`src/rtl/sequence_recorder.sv`:
```
// sequence_recorder: records short streams of WORD_SIZE-bit steps into a
// MEMORY_QTY-deep register array and plays them back one entry per step pulse,
// either looping or as a one-shot that parks in HALT at the last entry.
// The display output is a registered copy of the addressed entry (1-cycle lag).
// Optional feature: define SEQUENCE_RECORDER_PINGPONG_EN to make looped
// playback bounce between the first and last entries instead of wrapping.
// "sequence" is a reserved word in SystemVerilog, so the record word port is
// named sequence_i. state_o exposes the FSM state for observation.
module sequence_recorder #(
  parameter int WORD_SIZE = 2,
  parameter int ADDRESS_SIZE = 4,
  parameter int MEMORY_QTY = 16,
  parameter logic [WORD_SIZE-1:0] WORD_INIT = 2'b10
) (
  input  logic                    clock,
  input  logic                    Reset,
  input  logic                    step,
  input  logic                    store,
  input  logic [WORD_SIZE-1:0]    sequence_i,
  input  logic                    clear,
  input  logic                    loop,
  output logic [WORD_SIZE-1:0]    display,
  output logic [ADDRESS_SIZE-1:0] r_addr,
  output logic [ADDRESS_SIZE:0]   length,
  output logic                    full,
  output logic                    halted,
  output logic [1:0]              state_o
);

  typedef enum logic [1:0] {
    S_EMPTY = 2'd0,
    S_PLAY  = 2'd1,
    S_HALT  = 2'd2
  } state_e;

  localparam logic [ADDRESS_SIZE:0] QTY_L   = (ADDRESS_SIZE+1)'(MEMORY_QTY);
  localparam logic [ADDRESS_SIZE:0] LEN_ONE = (ADDRESS_SIZE+1)'(1);

  state_e                  state_q, state_d;
  logic [ADDRESS_SIZE:0]   length_q, length_d;
  logic [ADDRESS_SIZE-1:0] r_addr_q, r_addr_d;
  logic [WORD_SIZE-1:0]    display_q, display_d;
  logic                    loop_q;
  logic [WORD_SIZE-1:0]    mem_q [MEMORY_QTY];

  logic store_ok;
  logic at_end;
  logic loop_rise;

  // A store is only accepted while there is room; the end-of-sequence test
  // always uses the length held before any store in the same cycle.
  assign store_ok  = store && (length_q != QTY_L);
  assign at_end    = ({1'b0, r_addr_q} == (length_q - LEN_ONE));
  assign loop_rise = loop && !loop_q;

`ifdef SEQUENCE_RECORDER_PINGPONG_EN
  logic dir_q, dir_d;   // 1 = counting up, 0 = counting down

  // Bounce direction register.
  always_ff @(posedge clock or negedge Reset) begin
    if (!Reset) dir_q <= 1'b1;
    else        dir_q <= dir_d;
  end
`endif

  // Next-state logic: clear wins over everything, then store and step.
  always_comb begin
    state_d   = state_q;
    length_d  = length_q;
    r_addr_d  = r_addr_q;
`ifdef SEQUENCE_RECORDER_PINGPONG_EN
    dir_d     = dir_q;
`endif
    if (clear) begin
      state_d  = S_EMPTY;
      length_d = '0;
      r_addr_d = '0;
`ifdef SEQUENCE_RECORDER_PINGPONG_EN
      dir_d    = 1'b1;
`endif
    end else begin
      if (store_ok) length_d = length_q + LEN_ONE;
      case (state_q)
        S_EMPTY: begin
          r_addr_d = '0;
          if (store_ok) begin
            state_d = S_PLAY;
`ifdef SEQUENCE_RECORDER_PINGPONG_EN
            dir_d   = 1'b1;
`endif
          end
        end
        S_PLAY: begin
          if (step) begin
`ifdef SEQUENCE_RECORDER_PINGPONG_EN
            if (loop) begin
              if (length_q == LEN_ONE) begin
                r_addr_d = '0;
              end else if (dir_q) begin
                if (!at_end) begin
                  r_addr_d = r_addr_q + 1'b1;
                end else begin
                  r_addr_d = r_addr_q - 1'b1;
                  dir_d    = 1'b0;
                end
              end else begin
                if (r_addr_q != '0) begin
                  r_addr_d = r_addr_q - 1'b1;
                end else begin
                  r_addr_d = r_addr_q + 1'b1;
                  dir_d    = 1'b1;
                end
              end
            end else begin
              if (!at_end) r_addr_d = r_addr_q + 1'b1;
              else         state_d  = S_HALT;
            end
`else
            if (!at_end)   r_addr_d = r_addr_q + 1'b1;
            else if (loop) r_addr_d = '0;
            else           state_d  = S_HALT;
`endif
          end
        end
        S_HALT: begin
          if (store_ok || loop_rise) state_d = S_PLAY;
        end
        default: state_d = S_EMPTY;
      endcase
    end
  end

  // Display source: the init word while empty or clearing, else the entry.
  always_comb begin
    display_d = mem_q[r_addr_q];
    if (clear || (state_q == S_EMPTY)) display_d = WORD_INIT;
  end

  // Control registers.
  always_ff @(posedge clock or negedge Reset) begin
    if (!Reset) begin
      state_q   <= S_EMPTY;
      length_q  <= '0;
      r_addr_q  <= '0;
      display_q <= WORD_INIT;
      loop_q    <= 1'b0;
    end else begin
      state_q   <= state_d;
      length_q  <= length_d;
      r_addr_q  <= r_addr_d;
      display_q <= display_d;
      loop_q    <= loop;
    end
  end

  // Step memory: written at the entry just past the recording; clear leaves it.
  always_ff @(posedge clock or negedge Reset) begin
    if (!Reset) begin
      for (int i = 0; i < MEMORY_QTY; i++) mem_q[i] <= WORD_INIT;
    end else if (!clear && store_ok) begin
      mem_q[length_q[ADDRESS_SIZE-1:0]] <= sequence_i;
    end
  end

  assign display = display_q;
  assign r_addr  = r_addr_q;
  assign length  = length_q;
  assign full    = (length_q == QTY_L);
  assign halted  = (state_q == S_HALT);
  assign state_o = state_q;

endmodule

```
`config.mk`:
```
export PLATFORM = sky130hd
export DESIGN_NAME = sequence_recorder
export DESIGN_NICKNAME = d
export VERILOG_FILES = /design/src/rtl/sequence_recorder.sv
export SDC_FILE = /design/constraint.sdc
export NUM_CORES = 1
export LEC_CHECK = 0
export ABC_AREA = 1
export CAP_MARGIN = 20
export CORE_ASPECT_RATIO = 0.8
export CORE_UTILIZATION = 50
export DETAILED_ROUTE_END_ITERATION = 6
export HOLD_SLACK_MARGIN = 0.03
export PLACE_DENSITY = 0.71
export SLEW_MARGIN = 20
export SYNTH_ARGS = -nofsm -noshare
export SYNTH_HDL_FRONTEND = slang
export SYNTH_SLANG_ARGS = --single-unit
```
`constraint.sdc`:
```
create_clock -name clock -period 2.3 [get_ports clock]
set_clock_uncertainty 0.15 [all_clocks]
set_input_delay 0.46 -clock clock [delete_from_list [all_inputs] [get_ports clock]]
set_output_delay 0.46 -clock clock [all_outputs]
set_load 0.02 [all_outputs]
```
==> Word level (Yosys, flattened, before mapping) <==
Cells that the tools add are included.
{ "classes": {"n_mux": 21, "order_cmp": 3, "n_eq_ne": 11, "add_sub_neg": 3, "bitwise_logic": 2, "n_reduce_logical": 13} }
{ "op_table": {"columns": ["cell", "n"], "rows": [
  ["bitwise mux 32 bit", 1],
  ["two-way mux 2 bit", 10],
  ["two-way mux 4 bit", 4],
  ["!= test 3 bit, second input constant", 4],
  ["greater-or-equal comparator 5 bit, second input constant", 2],
  ["two-way mux 5 bit", 2],
  ["inverter 4 -> 5 bit", 2],
  ["binary-select mux 2 bit (select 4 bit)", 1],
  ["demux 2 bit (select 4 bit)", 1],
  ["case mux 4 bit (2 select lines)", 1],
  ["case mux 2 bit (3 select lines)", 1],
  ["adder 5 x 1 -> 5 bit, second input constant", 1],
  ["equality test 4 x 5 -> 1 bit", 1],
  ["equality test 5 bit, second input constant", 1],
  ["less-than comparator 5 x 1 -> 1 bit, second input constant", 1],
  ["!= test 5 bit, second input constant", 1],
  ["AND reduction 5 bit", 1],
  ["subtractor 5 x 1 -> 5 bit, second input constant", 1],
  ["adder 4 x 1 -> 4 bit, second input constant", 1],
  ["logical AND 1 bit", 4],
  ["!= test 4 bit, second input constant", 1],
  ["!= test 3 x 2 -> 1 bit, second input constant", 1],
  ["AND reduction 3 bit", 1],
  ["nonzero test 3 bit", 1],
  ["other kinds (6)", 8]
]} }
{ "totals": {"out_inout_bits": 15, "in_bits": 8, "register_bits": 46, "word_cells": 74} }

==> Logic depth before layout (Yosys ltp) <==
{ "depth": {"depth_word": 6, "mapped_depth": 12} }

==> Least setup slack after synthesis <==
Ideal clock, no wire load.
{ "synth_path": {"path_type": "reg2reg", "from": "register length_q[0] (netlist: length[0])", "to": "register r_addr_q[0] (netlist: r_addr[0])", "setup_ps": 113, "t_required_ps": 2037, "t_arrival_ps": 1687, "slack_ps": 350, "path_stages_with_launch": 13, "synth_period_minus_slack_ps": 1950, "cell_sequence": "dfrtp_1 -> inv_1 -> ha_1 -> nand2_1 -> inv_1 -> nor2_1 -> nand3_1 -> nor2_1 -> nand2_1 -> nand3_1 -> nand2_1 -> nand2_1 -> inv_1"} }
{ "synth_between": {"elab_chain_cells": 6} }
{ "synth_lines": {"columns": ["item", "line_no", "rtl"], "rows": [
  ["start: declaration", "40", "logic [ADDRESS_SIZE:0] length_q, length_d;"],
  ["start signal: assignment", "149", "length_q <= length_d;"],
  ["subtractor 5 x 1 -> 5 bit (*)", "53", "assign at_end = ({1'b0, r_addr_q} == (length_q - LEN_ONE));"],
  ["equality test 4 x 5 -> 1 bit (*)", "53", null],
  ["two-way mux 4 bit", "119", "if (!at_end) r_addr_d = r_addr_q + 1'b1;"],
  ["two-way mux 4 bit", "94", "if (step) begin"],
  ["case mux 4 bit (2 select lines)", "83", "case (state_q)"],
  ["two-way mux 4 bit", "74", "if (clear) begin"],
  ["end signal: assignment", "150", "r_addr_q <= r_addr_d;"],
  ["end: declaration", "41", "logic [ADDRESS_SIZE-1:0] r_addr_q, r_addr_d;"]
]} }
Mark *: on every way between the ends. The rest lies on a longest branch, timed or not. The select of a mux whose other input is x is not followed.
A chain may end at the register's enable or synchronous reset.

==> Final worst setup path <==
{ "layout_path": {"from": "register state_q[1] (netlist: state_o[1])", "to": "output halted"} }
{ "layout_between": {"elab_chain_cells": 1} }
{ "layout_lines": {"columns": ["item", "line_no", "rtl"], "rows": [
  ["start: declaration", "39", "state_e state_q, state_d;"],
  ["start signal: assignment", "148", "state_q <= state_d;"],
  ["equality test 2 bit", "169", "assign halted = (state_q == S_HALT);"],
  ["end: declaration", "26", "output logic halted,"]
]} }
Every way passes these cells.

==> summary.md <==
| Metric | Value |
|---|---|
| Status | completed |
| Nets@finish | 368 |
| Min Hold Slack | approximately 0.32 ns |
| CP max FO | 6 |
| Rel. slew slack | a little under 60% |
| Inserted Diodes | 0 |
| Ys Warns | 0 |
| CTS max path bufs | 2 |
| Max-slew violation count | 0 |
| Fin crit share | 93.6% |
| Initial drt markers | around 140 |
| Vias in the first global route | ~1900 |
| Crit Path Class | reg -> out |
| # clock sinks | between 40 and 50 |
| Initial Utilization | about 53% |
| CP arrival | 1.54 ns |
| RSZ-0062 raised after global routing | false |
| Total power | ~2.1 mW |
| Worst setup SP type | register |
| Synth Flop Type | dfrtp_1 |
| Mux cell area share after synthesis | 0% |
| FFs w/ async S/R, synth | 100% |
| Fillers | approximately 420 |
| Vias | about 2200 |
| P&R area growth vs syn | 17.7% |
| Complex-gate fraction of the synthesized area | approximately 15% |
| HP Class | reg -> reg |
| Share of cells above drive strength 1 | approximately 15% |
| TritonCTS clock tree | yes |
| Count leader, synth | nand2_1 |
| Post-synthesis simple-gate area fraction | between 20% and 30% |
| Netlist cell types | 28 |
| TritonRoute pass-1 iters | 5 |
| # DRC | 0 |
| Net Count, Synth | about 340 |
| Num ports | 23 |
| Detail Placement HPWL | 4160 µm |
| Fraction of the mapped netlist area in adder cells | under 10% |
| Data required time at the worst endpoint | 1.69 ns |
| Core ar. | around 4700 µm² |
| Final hold vios | 0 |
| GPL Wtd Cong | roughly 0.86 |
| Largest net degree at the start of global routing | 30 |
| DP Worst Slack | roughly 0.18 ns |
| EDFF count, synth | 0 |
| Max-cap violations | 0 |
| Post-synth top area cell | dfrtp_1 |
| Multi-input logic area | 1160 µm² |
| Tmin final | about 2.2 ns |
| Aggregate global routing overflow | 0 |
| Final worst slack | about 0.15 ns |
| Setup TNS | 0 ns |
| Gate Count Post-Synth | around 320 |
| Die Area | 5290 µm² |
| Final instance area | just under 3000 µm² |
| Routed wire per std cell | 13.5 µm |
| CTS root buf | clkbuf_8 |
| Largest family of logic cells by synthesized area | simple AND/OR/NAND/NOR gates |
| Avg Synthesized Cell Area | between 7 and 8 µm² |
| Std cell rows | 22 |
| Vias per Instance | roughly 5.3 |
| Crit path capture type | primary output |
| Setup bufs post-CTS | 0 |
| Die height | between 60 and 70 µm |
| Placed inst area | 2840 µm² |
| Power density cells | 712 nW/µm² |
| Yosys reg bits | 46 |
| Chip width | 81.0 µm |
| Synth top area cells | dfrtp_1, dfstp_2, nand2_1 |
| VDD IR max | approximately 0.37 mV |
| P_leak | between 1 and 1.5 nW |
| Synth top cells by count | nand2_1, nor2_1, o21ai_0, dfrtp_1, o21ai_1 |
| # setup viols final | 0 |
| H-tree levels | 2 |
| Tightest Pin Transition | 0.612 ns |
| IO Port Bufs | 22 |
| Worst-path clk slew | 0.09 ns |
| Initial antenna violation count | 0 |
| First-pass GRT wire length | 9460 µm |
| Synth top area share | between 20% and 30% |
| Post-route ant nets | 0 |
| Syn Std Cell Area | approximately 2500 µm² |
| Worst skew pair latency | roughly 0.30 ns |
| Post-synthesis xor/xnor area fraction | 0.701% |
| Highest clock rate | ~0.46 GHz |
| Tot GR Track Use | between 20% and 30% |
| Sequential-to-total area share from yosys stat | between 40% and 50% |
| Seq. cell area | ~1200 µm² |
| Post-Route WL | about 5600 µm |
| CTS Buf Count | 5 |
-- report_power, final --
part	switching, mW	internal (mW)
registers	0.0455	0.899
logic	0.393	0.243
clock network	0.271	0.243
-- cells by family (layout without fill, tap and decap cells) --
family          after synthesis  count (layout)
compound gates               72              72
xor+xnor                      2               2
fa+ha+maj                     6               6
buf+inv                      41              75
flops                        46              46
simple gates                154             154
-- final timing paths --
| check | startpoint | endpoint | slack (ns) | depth (start not counted) |
|---|---|---|---|---|
| max | state_o[1] | halted | 0.15 | 3 |
| max reg2reg | length[1] | state_o[1] | 0.35 | 12 |
| min reg2reg | mem_q[23] | mem_q[23] | 0.32 | 2 |
| max in group asynchronous | Reset | mem_q[25] | 0.80 | 3 |
| min in group asynchronous | Reset | mem_q[8] | 0.54 | 2 |
| min | mem_q[23] | mem_q[23] | 0.32 | 2 |
-- per-layer routing --
layer	global-route usage, %	share of wire, %	vias up
li1	-	-	1104
met1	35.9	48	998
met2	35.0	43	84
met3	6.39	7.9	6
met4	5.58	0.95	0
met5	0	0	-
-- area by class of cell --
cell class | count | share of cell area (%)
clock buffers | 7 | 2.94
clock inverters | 1 | 0.170
inverters | 31 | 4.04
multi-input cells | 234 | 39.5
flip-flops and latches | 46 | 39.9
well taps | 60 | 2.55
repair buffers | 36 | 10.9
-- timing repair --
item                                    CTS  global route
hold endpoints to repair                 13             0
endpoints found under the setup margin    1             0
hold buffers                              1             0
gates resized for setup                   1             0
-- flip-flops by register name, indices dropped and copies added, names as in the netlist --
name / cells
state_o: 2
r_addr: 4
length: 5
loop_q: 1
mem_q: 32
display: 2
-- cell usage in the layout (no fill, tap or decap), types with 3 or more instances in the layout --
cell,instances
o21ai_1,28
nand3_1,14
clkdlybuf4s50_1,20
ha_1,6
nand2_1,88
dfstp_2,17
dfrtp_1,29
nor2_1,35
clkbuf_8,6
o21ai_0,33
o211ai_1,4
nand4_1,3
nor2_4,4
a21oi_1,5
inv_1,27
buf_4,13
nor2_2,3
-- worst max-delay path, cell delays in order, from the launching register on --
cell and delay (ns):
dfrtp_1 0.47, inv_1 0.08, nor2_1 0.08, clkdlybuf4s50_1 0.60
-- metrics by stage --
step	utilization (%)	std cells
2_1_floorplan	-	321
4_1_cts	62.8	415
5_1_grt	62.8	415
6_report	62.8	415
3_5_place_dp	60.7	406
3_3_place_gp	60.7	406
Note: power is estimated with default switching activity, not from simulation.
==> patch 1, RTL diff (config.mk and constraints unchanged) <==
Change the parameter `MEMORY_QTY` from 16 to 32.
--- a/src/rtl/sequence_recorder.sv
+++ b/src/rtl/sequence_recorder.sv
@@ -11,3 +11,3 @@
   parameter int ADDRESS_SIZE = 4,
-  parameter int MEMORY_QTY = 16,
+  parameter int MEMORY_QTY = 32,
   parameter logic [WORD_SIZE-1:0] WORD_INIT = 2'b10
Function: changed (Yosys sat finds a counterexample within 4 cycles, from zero or initial values and one cycle with Reset low).
==> patch 1 against the unedited design <==
  * Synthesized cell count rose by 0.31%
  * Wire length is 4.4% higher
  * Non-clock buffer count is 1 higher
  * Sequential share of layout area down 0.65 points
  * Sequential cell count unchanged
  * Synthesized area grew 1.9%
  * Via count fell by 1.6%
  * Setup slack better by 11 ps
  * Power fell by 6.9%
  * Fmax increased by 0.50%
  * Final area grew 1.7%
==> patch 1: results (changes against the unedited design) <==
Cells and area
  • Fillers: 406 (-3.8%)
  • Final #Nets: 370 (+0.54%)

Place
  • Routability cong.: 0.848 (-1.8%)
  • Inst Count DP: 408 (+0.49%)
  • HPWL Detailed: 4320 um (+3.6%)
  • Pre-CTS setup slack: 220 ps (+38.0 ps)
  • Area of placed instances: 2890 um^2 (+1.7%)

GRT
  • GR Util met2: 37.2% (+2.2 points)
  • First-pass GRT wire length: 9850 um (+4.1%)
  • Overall Global Routing Usage: 24.8% (+0.61 points)
  • Largest net degree at the start of global routing: 25 (-17%)
  • GRT met1 Usage: 35.4% (-0.50 points)
  • Vias in the first global route: 2,063 (+6.9%)

Status
  • Outcome: completed

Detailed routing
  • Routed met1 length: 2900 um (+7.0%)
  • Vias: 2,156 (-1.6%)
  • Detailed-route wire length per cell: 14.0 um (+3.9%)
  • DR pass1 iterations: 4 (-1)
  • Final wirelength: 5850 um (+4.4%)

Power and ir drop
  • Leak: 0.00142 uW (+4.4%)
  • Comb. pwr: 540 uW (-15%)
  • Clock distribution power: 527 uW (+3%)
  • Peak supply drop: 0.425 mV (+16%)
  • Clock power frac: 27.1% (+2.6 points)

Synth
  • Post-Syn Instances: 322 (+0.31%)
  • Area contributors post-synth: dfrtp_1 (29%), dfstp_2 (18%), nand2_1 (13%)
  • Seq/Total Area, Yosys: 46.0% (-0.88 points)
  • Distinct cells, synth: 31 (+11%)

STA
  • Rel. slew slack: 63.4% (+4.1 points)
[patch 1: cell type report]
cell class	instances	area, um^2	area share [%]
repair buffers	37	329	11.0
flip-flops and latches	46	1170	39.2
clock buffers	7	86.3	2.89
multi-input cells	234	1200	40.0
inverters	32	125	4.19
clock inverters	1	5.00	0.167
well taps	60	75.1	2.51
[patch 1: cells by family (layout without fill, tap and decap cells)]
group / count (synthesis) / after routing
fa+ha+maj: 6 / 6
simple gates: 153 / 153
flops: 46 / 46
buf+inv: 42 / 77
xor+xnor: 2 / 2
compound gates: 73 / 73
[patch 1: final timing paths]
| check | to | slack [ps] | depth (start not counted) |
|---|---|---|---|
| min in group asynchronous | mem_q[52] | 510 | 2 |
| max reg2reg | state_o[0] | 360 | 13 |
| max in group asynchronous | mem_q[59] | 840 | 3 |
| min | mem_q[39] | 320 | 2 |
| max | halted | 160 | 3 |
| min reg2reg | mem_q[39] | 320 | 2 |
==> patch 2, RTL diff (same settings) <==
Made on the original files. Take the reset off `r_addr_q` and load it in a clocked block of its own.
--- a/src/rtl/sequence_recorder.sv
+++ b/src/rtl/sequence_recorder.sv
@@ -143,3 +143,2 @@
       length_q  <= '0;
-      r_addr_q  <= '0;
       display_q <= WORD_INIT;
@@ -149,3 +148,2 @@
       length_q  <= length_d;
-      r_addr_q  <= r_addr_d;
       display_q <= display_d;
@@ -153,2 +151,6 @@
     end
+  end
+
+  always_ff @(posedge clock) begin
+    r_addr_q <= r_addr_d;
   end
Formal check against the unedited RTL: differs if Reset is asserted again (counterexample within 4 cycles, from zero or initial values and one cycle with Reset low); with Reset held inactive, the same outputs for 10 cycles.
==> patch 2 against the unedited design <==
  * First-iteration DRC count grew 49%
  * Setup slack lost 3.6 ps
  * Sequential cell count is the same
  * Critical path type unchanged
  * Via count grew 1.8%
  * Final area shrank 0.47%
  * Synthesized area grew 0.25%
  * Worst hold slack lost 260 ps
  * Wire length grew 9.5%
  * Register-to-register slack lost 130 ps
  * Utilization shrank 0.66 points
  * Combinational power shrank 3.5%
  * Largest cell class is now multi-input combinational cells
  * Power shrank 0.35%
  * Sequential share of layout area shrank 0.50 points
==> patch 2: results (changes against the unedited design) <==
Power and ir drop
  • Leak: 0.00133 uW (-2.5%)
  • Peak supply drop: 0.582 mV (+59%)

Synth
  • Avg Inst Size Synth: 7.78 um^2 (about the same)
  • Net count after synthesis: 336 (+0.30%)
  • Area contributors post-synth: dfrtp_1 (25%), dfstp_2 (18%), nand2_1 (12%)
  • Commonest cells in the netlist: nand2_1 (83), o21ai_0 (50), nor2_1 (41)
  • Seq/Total Area, Yosys: 46.0% (-0.92 points)
  • Distinct cells, synth: 30 (+7.1%)
  • Main synth FF type: dfrtp_1
  • Ys async rst share: 91.3% (-8.7 points)
  • Synth Warn #: 0 (unchanged)

Cells and area
  • Fillers: 423 (+0.24%)
  • Reg with most FFs: mem_q
  • Share of cells above drive strength 1: 15.5% (+0.56 points)
  • Inserted Diodes: 0 (unchanged)
  • Final #Nets: 368 (unchanged)

Clocking
  • Clock Path Buffers: 2 (unchanged)
  • Total CTS buffers: 5 (unchanged)
  • Post-CTS setup buffer count: 0 (unchanged)
  • Clock root buffer: clkbuf_8
  • Clock-pin slew on the worst setup and hold paths: 90 ps (about the same)
  • Worst-skew pair later-pin latency: 300 ps (about the same)
  • H-tree depth: 2 (unchanged)

GRT
  • Largest net degree at the start of global routing: 43 (+43%)
  • GR Util met2: 36.0% (+1.1 points)
  • GRT met1 Usage: 39.4% (+3.6 points)
  • Overall Global Routing Usage: 26.0% (+1.8 points)
  • M3 GR Usage: 6.11% (-0.28 points)
  • First-pass GRT wire length: 10,200 um (+8.2%)
  • Vias in the first global route: 2,086 (+8.1%)

Detailed routing
  • DRT iter0 DRCs: 212 (+49%)
  • Detailed-route wire length per cell: 14.8 um (+9.5%)
  • Final wirelength: 6140 um (+9.5%)
  • DR pass1 iterations: 4 (-1)
  • DR vias/cell: 5.38 (+1.8%)

Status
  • Outcome: completed

Critical path
  • CP startpoint: state_o[1]
  • Worst Path Max Fanout: 5 (-1)
  • Launching point of the worst reg2reg path: length[1]

Place
  • HPWL Detailed: 4430 um (+6.3%)
  • Inst Count DP: 407 (+0.25%)
  • Input/output buffers: 22 (unchanged)
  • Routability cong.: 0.886 (+2.7%)
  • Area of placed instances: 2840 um^2 (-0.13%)

STA
  • Rel. slew slack: 64.7% (+5.5 points)
  • Final setup vio count: 0 (unchanged)
  • Final count of pins violating max slew: 0 (unchanged)

Hold path
  • Hold Path Class: input pin to async pin
## patch 2: changes by cell type in the layout (fill, tap and decap cells not counted), moves of 3 or more
cell / before / now
o21ai_1: 28 / 5
nor2_1: 35 / 41
o21ai_0: 33 / 49
dfrtp_1: 29 / 25
dfxtp_1: 0 / 4
nand2_1: 88 / 83
nand4_1: 3 / 0
o221ai_1: 0 / 4
o22ai_1: 0 / 5
## patch 2: cell type report
type | count | area, um^2 | area share, %
multi-input cells | 237 | 1190 | 40.7
repair buffers | 33 | 297 | 10.1
inverters | 31 | 119 | 4.06
well taps | 60 | 75.1 | 2.57
clock inverters | 1 | 5.00 | 0.171
flip-flops and latches | 46 | 1150 | 39.4
clock buffers | 7 | 86.3 | 2.95
## patch 2: power breakdown
part           internal, uW  total (uW)  switching [uW]
Combinational           233         614             380
Sequential              904         959            55.4
Clock                   243         514             271
Total                  1380        2090             707
## patch 2: kinds of logic (layout without fill, tap and decap cells)
group	after synthesis	after routing	share of synthesized area [%]
xor gates and xnor gates	1	1	0.350
buffers and inverters	39	72	6.39
and+or+nand+nor	157	157	28.3
AOI/OAI and AO/OA	73	73	16.0
DFF	46	46	46.0
adders and majority gates	6	6	3.00
## patch 2: what timing repair did
item	CTS	global route
endpoints found under the hold margin	0	0
hold buffers	0	0
setup endpoints to repair	1	2
gates cloned	0	0
gates resized for setup	1	1
## patch 2: metrics by stage
step / hold WS (ps) / setup slack, ps / total power (uW)
2_1_floorplan: 14.4 / 236 / 1360
3_3_place_gp: 315 / 242 / 1570
3_5_place_dp: 319 / 214 / 1580
4_1_cts: 89.9 / 126 / 2090
5_1_grt: 126 / 66.3 / 2210
6_report: 64.6 / 144 / 2090
## patch 2: critical path, stage by stage (launching register included)
cell and delay (ps):
dfrtp_1 440, inv_1 80, nor2_1 120, clkdlybuf4s50_1 620
## patch 2: worst paths after layout
path	slack [ps]	end	depth (start not counted)
min in group clock	330	mem_q[13]	2
max in group asynchronous	1550	mem_q[3]	2
max	140	halted	3
max reg2reg	220	r_addr[2]	14
min	60	mem_q[16]	2
min reg2reg	330	mem_q[13]	2
## patch 2: metal layers
metal	part of all wire (%)	vias up
met5	0	-
met1	50	1034
met3	7.0	7
met2	43	75
li1	-	1116
met4	0.78	0
